File: config.mk
export PLATFORM = sky130hd
export DESIGN_NAME = uart_rx_frame_counter
export DESIGN_NICKNAME = d
export VERILOG_FILES = /design/src/rtl/uart_rx_frame_counter_pkg.sv /design/src/rtl/uart_rx_frame_counter.sv
export SDC_FILE = /design/constraint.sdc
export NUM_CORES = 1
export LEC_CHECK = 0
export ABC_AREA = 1
export CELL_PAD_IN_SITES_DETAIL_PLACEMENT = 1
export CELL_PAD_IN_SITES_GLOBAL_PLACEMENT = 2
export CORE_ASPECT_RATIO = 1.4
export CORE_MARGIN = 4
export CORE_UTILIZATION = 26
export DETAILED_ROUTE_END_ITERATION = 6
export PLACE_DENSITY_LB_ADDON = 0.15
export SLEW_MARGIN = 40
export SYNTH_ARGS = -nofsm -noshare
export SYNTH_HDL_FRONTEND = slang
export SYNTH_SLANG_ARGS = --single-unit
File: constraint.sdc
create_clock -name CLK -period 1.6 [get_ports CLK]
set_input_delay 0.32 -clock CLK [delete_from_list [all_inputs] [get_ports CLK]]
set_output_delay 0.32 -clock CLK [all_outputs]
set_load 0.02 [all_outputs]
File: src/rtl/uart_rx_frame_counter_pkg.sv
// Shared constants and state encoding for the UART receive frame counter.
package uart_rx_pkg;

  typedef enum logic {
    ST_IDLE  = 1'b0,
    ST_COUNT = 1'b1
  } state_e;

  localparam int MIN_PRESCALE   = 4;
  localparam int MIN_FRAME_BITS = 2;
  localparam int RST_PRESCALE   = 8;
  localparam int RST_FRAME_BITS = 10;

endpackage

File: src/rtl/uart_rx_frame_counter.sv
// Oversampling bit/frame timing for a UART receiver: tracks edge-within-bit and
// bit-within-frame, and decodes majority-vote sample and completion strobes.
module uart_rx_frame_counter
  import uart_rx_pkg::*;
#(
  parameter int PRESCALE_W = 6,
  parameter int BIT_CNT_W  = 4
) (
  input  logic                  CLK,
  input  logic                  RST,
  input  logic                  enable,
  input  logic                  clear,
  input  logic [PRESCALE_W-1:0] prescale,
  input  logic [BIT_CNT_W-1:0]  frame_bits,
  output logic [PRESCALE_W-1:0] edge_count,
  output logic [BIT_CNT_W-1:0]  bit_count,
  output logic                  sample_en,
  output logic                  sample_last,
  output logic                  bit_done,
  output logic                  frame_done,
  output logic                  busy
);

  localparam logic [PRESCALE_W-1:0] MIN_P = PRESCALE_W'(MIN_PRESCALE);
  localparam logic [BIT_CNT_W-1:0]  MIN_F = BIT_CNT_W'(MIN_FRAME_BITS);
  localparam logic [PRESCALE_W-1:0] ONE_P = PRESCALE_W'(1);
  localparam logic [BIT_CNT_W-1:0]  ONE_F = BIT_CNT_W'(1);

  state_e                state_q, state_d;
  logic [PRESCALE_W-1:0] p_q, p_d;
  logic [BIT_CNT_W-1:0]  f_q, f_d;
  logic [PRESCALE_W-1:0] edge_q, edge_d;
  logic [BIT_CNT_W-1:0]  bit_q, bit_d;

  logic                  advance;
  logic                  edge_last;
  logic                  bit_last;
  logic [PRESCALE_W-1:0] mid;

  always_ff @(posedge CLK or negedge RST) begin
    if (!RST) begin
      state_q <= ST_IDLE;
      p_q     <= PRESCALE_W'(RST_PRESCALE);
      f_q     <= BIT_CNT_W'(RST_FRAME_BITS);
      edge_q  <= '0;
      bit_q   <= '0;
    end else begin
      state_q <= state_d;
      p_q     <= p_d;
      f_q     <= f_d;
      edge_q  <= edge_d;
      bit_q   <= bit_d;
    end
  end

  // Strobes are decoded from registered counters so they line up with edge_count.
  assign busy        = (state_q == ST_COUNT);
  assign advance     = busy && enable && !clear;
  assign edge_last   = (edge_q == p_q - ONE_P);
  assign bit_last    = (bit_q == f_q - ONE_F);
  assign mid         = p_q >> 1;
  assign sample_en   = advance && ((edge_q == mid - ONE_P) || (edge_q == mid) ||
                                   (edge_q == mid + ONE_P));
  assign sample_last = advance && (edge_q == mid + ONE_P);
  assign bit_done    = advance && edge_last;
  assign frame_done  = advance && edge_last && bit_last;
  assign edge_count  = edge_q;
  assign bit_count   = bit_q;

  always_comb begin
    state_d = state_q;
    p_d     = p_q;
    f_d     = f_q;
    edge_d  = edge_q;
    bit_d   = bit_q;
    case (state_q)
      ST_IDLE: begin
        p_d    = (prescale < MIN_P) ? MIN_P : prescale;
        f_d    = (frame_bits < MIN_F) ? MIN_F : frame_bits;
        edge_d = '0;
        bit_d  = '0;
        // The launching cycle itself is edge 0 of bit 0.
        if (enable && !clear) begin
          state_d = ST_COUNT;
          edge_d  = ONE_P;
        end
      end
      ST_COUNT: begin
        if (clear) begin
          state_d = ST_IDLE;
          edge_d  = '0;
          bit_d   = '0;
        end else if (enable) begin
          if (edge_last) begin
            edge_d = '0;
            if (bit_last) begin
              bit_d   = '0;
              state_d = ST_IDLE;
            end else begin
              bit_d = bit_q + ONE_F;
            end
          end else begin
            edge_d = edge_q + ONE_P;
          end
        end
      end
      default: state_d = ST_IDLE;
    endcase
  end

endmodule
==> metrics.md <==
| Metric | Value |
|---|---|
| DRT Wirelength | `5880 um` |
| GRT Total Usage | `15.3%` |
| Grt ovf | `0` |
| Crit path to | `sample_en` |
| Antenna Nets Post-Route | `0` |
| CTS H-tree depth | `1` |
| Worst slew pin tran | `309 ps` |
| Design area | `2890 um2` |
| Fin cells | `425` |
| Period minus WS final | `2180 ps` |
| Pwr/cell area | `1650 nW/um2` |
| Max_cap viols | `0` |
| # IOs | `29` |
| Critical Path RT | `1280 ps` |
| Initial core utilization | `26.9%` |
| Root buffer cell | `clkbuf_8` |
| VDD IR max | `0.619 mV` |
| Worst R2R End | `busy` |
| Pwr Total | `4.76 mW` |
| Reg2Reg Launch Point | `p_q[1]` |
| Maximum clock frequency | `0.458 GHz` |
| WP data arrival | `1860 ps` |
| Crit path max fanout | `6` |
| Std cell rows | `34` |
| Synth cell types | `29` |
| Layout cell share with drive strength beyond 1 | `38.5%` |
| Iteration-0 DRC Markers | `24` |
| Die Width | `76.2 um` |
| Register Area | `533 um2` |
| R2r setup slk | `-120 ps` |
| CTS Sinks | `21` |
| Mean post-synth cell area | `6.59 um2` |
| First-pass GRT wire length | `9810 um` |
| Area Overhead vs Synth | `70.3%` |
| DRC viols | `0` |
| Clock latency on the worst-skew pair | `260 ps` |
| Unrepaired setup endpoints after global routing | `yes` |
| Area post-placement | `2530 um2` |
| Core ar. | `6300 um2` |
| Violated checks | `negative setup slack` |
| Max Slew Vio Count | `0` |
| Vias in the first global route | `2,140` |
| Dpl hpwl | `4870 um` |
| Outcome | `complete, but fails checks` |
| Max_slew headroom | `79.1%` |
| R2R cell count | `12` |
| YS warnings | `0` |
| DR vias/cell | `4.70` |
| Setup CP Type | `reg -> out` |
| Placer Congestion | `0.800` |
| Syn nets | `278` |
| Element type at the critical path start | `flop` |
| CP endpoint kind | `primary output` |
| Synth Instances | `257` |
| Die area | `7890 um2` |
| Leak pwr | `1.45 nW` |
| Avg WL per Cell | `13.8 um` |
| Hold crit path type | `in -> async` |
| CP Launch Point | `p_q[3]` |
| Pre-antenna DRT Iters | `3` |
| Clk_skew | `4.62 ps` |
| Register area share after synthesis | `31.2%` |
| Place WS | `-808 ps` |
| Placed cells | `409` |
| Port Buffers | `28` |
| Multi-input logic area | `1210 um2` |
| Number of nets in the layout | `375` |
| Antenna violations before repair | `0` |
| Die Ht | `104 um` |
| Buffer depth of the longest clock path | `2` |
| Yosys reg bits | `21` |
| Largest net degree at the start of global routing | `22` |
| Mapped cell area | `1690 um2` |
| DRT met1 WL | `2200 um` |
| TritonCTS clock tree | `built` |
| Total number of vias | `1,997` |
| Number of hold buffers added after CTS | `0` |
| Final setup violation count | `13` |
| Antenna Diode Count | `0` |
| Crit share post-route | `136%` |
| Hold Fails Final Rpt | `0` |
| Worst-path clk slew | `80 ps` |
| Setup ws final | `-582 ps` |
| Max layer used | `met4` |
| Met3 wire length | `79 um` |
| FILL cells | `802` |
| WL met2 | `3410 um` |
| Num CTS Buffers | `3` |
## placed cells by master (no fill, tap or decap), drive strengths merged, types with 8 or more instances in the layout
cell type      count
dlygate4sd2       10
dfrtp             18
nand2             77
nand4              8
o21ai             14
nor2              31
clkdlybuf4s50     13
nand3             26
buf               73
inv               42
## layout make-up
| type | instances | area share [%] |
|---|---|---|
| inverters | 42 | 5.81 |
| clock buffers | 4 | 1.56 |
| repair buffers | 97 | 29.1 |
| multi-input cells | 189 | 42.0 |
| flip-flops and latches | 21 | 18.5 |
| well taps | 72 | 3.12 |
## kinds of logic after synthesis
logic type,count (synthesis),share of synthesized area (%)
AND/OR/NAND/NOR,149,39.4
buffers and inverters,47,11.2
AO/OA/AOI/OAI,21,6.72
flip-flops,21,31.2
XOR/XNOR,12,6.20
adder cells (fa/ha/maj),7,5.17
## critical path, cell delays in order (launching register included)
cell and delay [ps]:
dfstp_2 640, buf_6 130, buf_6 100, xor2_4 140, buf_4 130, a21oi_1 50
nand3b_1 200, nand2_2 90, buf_6 110
## worst min path at each step
stage | slack (ps) | start | to
2_1_floorplan | 20 | RST | bit_count[0]
3_3_place_gp | 570 | p_q[5] | p_q[5]
3_5_place_dp | 580 | p_q[5] | p_q[5]
4_1_cts | 400 | RST | bit_count[2]
5_1_grt | 420 | RST | p_q[0]
6_report | 390 | RST | bit_count[2]
## routing by layer
metal,global-route usage (%),up-vias
met4,6.22,0
li1,-,1006
met2,30.8,27
met1,15.9,951
met3,1.04,13
met5,0,-
## what timing repair did
action,in CTS,in global routing
resized for setup,66,22
setup buffers,7,6
pin swaps,12,15
endpoints found under the setup margin,25,16
## synthesized netlist by cell type, drive strengths merged
| master | n | area, um2 |
|---|---|---|
| ha | 7 | 87.6 |
| dfstp | 3 | 78.8 |
| xor2 | 6 | 52.6 |
| o22ai | 1 | 6.26 |
| dfrtp | 18 | 450 |
| nor3 | 5 | 25.0 |
| inv | 42 | 158 |
| nand4 | 8 | 50.1 |
| o311ai | 1 | 8.76 |
| clkbuf | 1 | 3.75 |
| nand2 | 77 | 307 |
| nor2 | 31 | 136 |
| nand3b | 2 | 15.0 |
| nand3 | 26 | 135 |
| buf | 4 | 28.8 |
| a21oi | 3 | 15.0 |
| o31ai | 1 | 7.51 |
| o21ai | 14 | 70.1 |
| xnor2 | 6 | 52.6 |
| a31oi | 1 | 6.26 |
## stage by stage
| stage | setup TNS (ps) | hold slack (ps) | util [%] |
|---|---|---|---|
| floorplan | -711 | 24.4 | - |
| detailed placement | -4610 | 576 | 40.1 |
| CTS | -3370 | 404 | 44.0 |
| finish | -3030 | 395 | 45.8 |
| global route | -4740 | 417 | 45.8 |
| global placement | -4230 | 566 | 40.1 |
## power by group
group,switching (mW),internal (mW),total (mW)
registers,0.206,0.731,0.937
logic,1.76,1.70,3.46
clock network,0.185,0.178,0.363
total,2.15,2.61,4.76
## sequential cells by signal, summed over array words and instances, names as in the netlist
signal and count:
edge_count 6, busy 1, f_q 4, bit_count 4, p_q 6
Note: power is estimated with default switching activity, not from simulation.
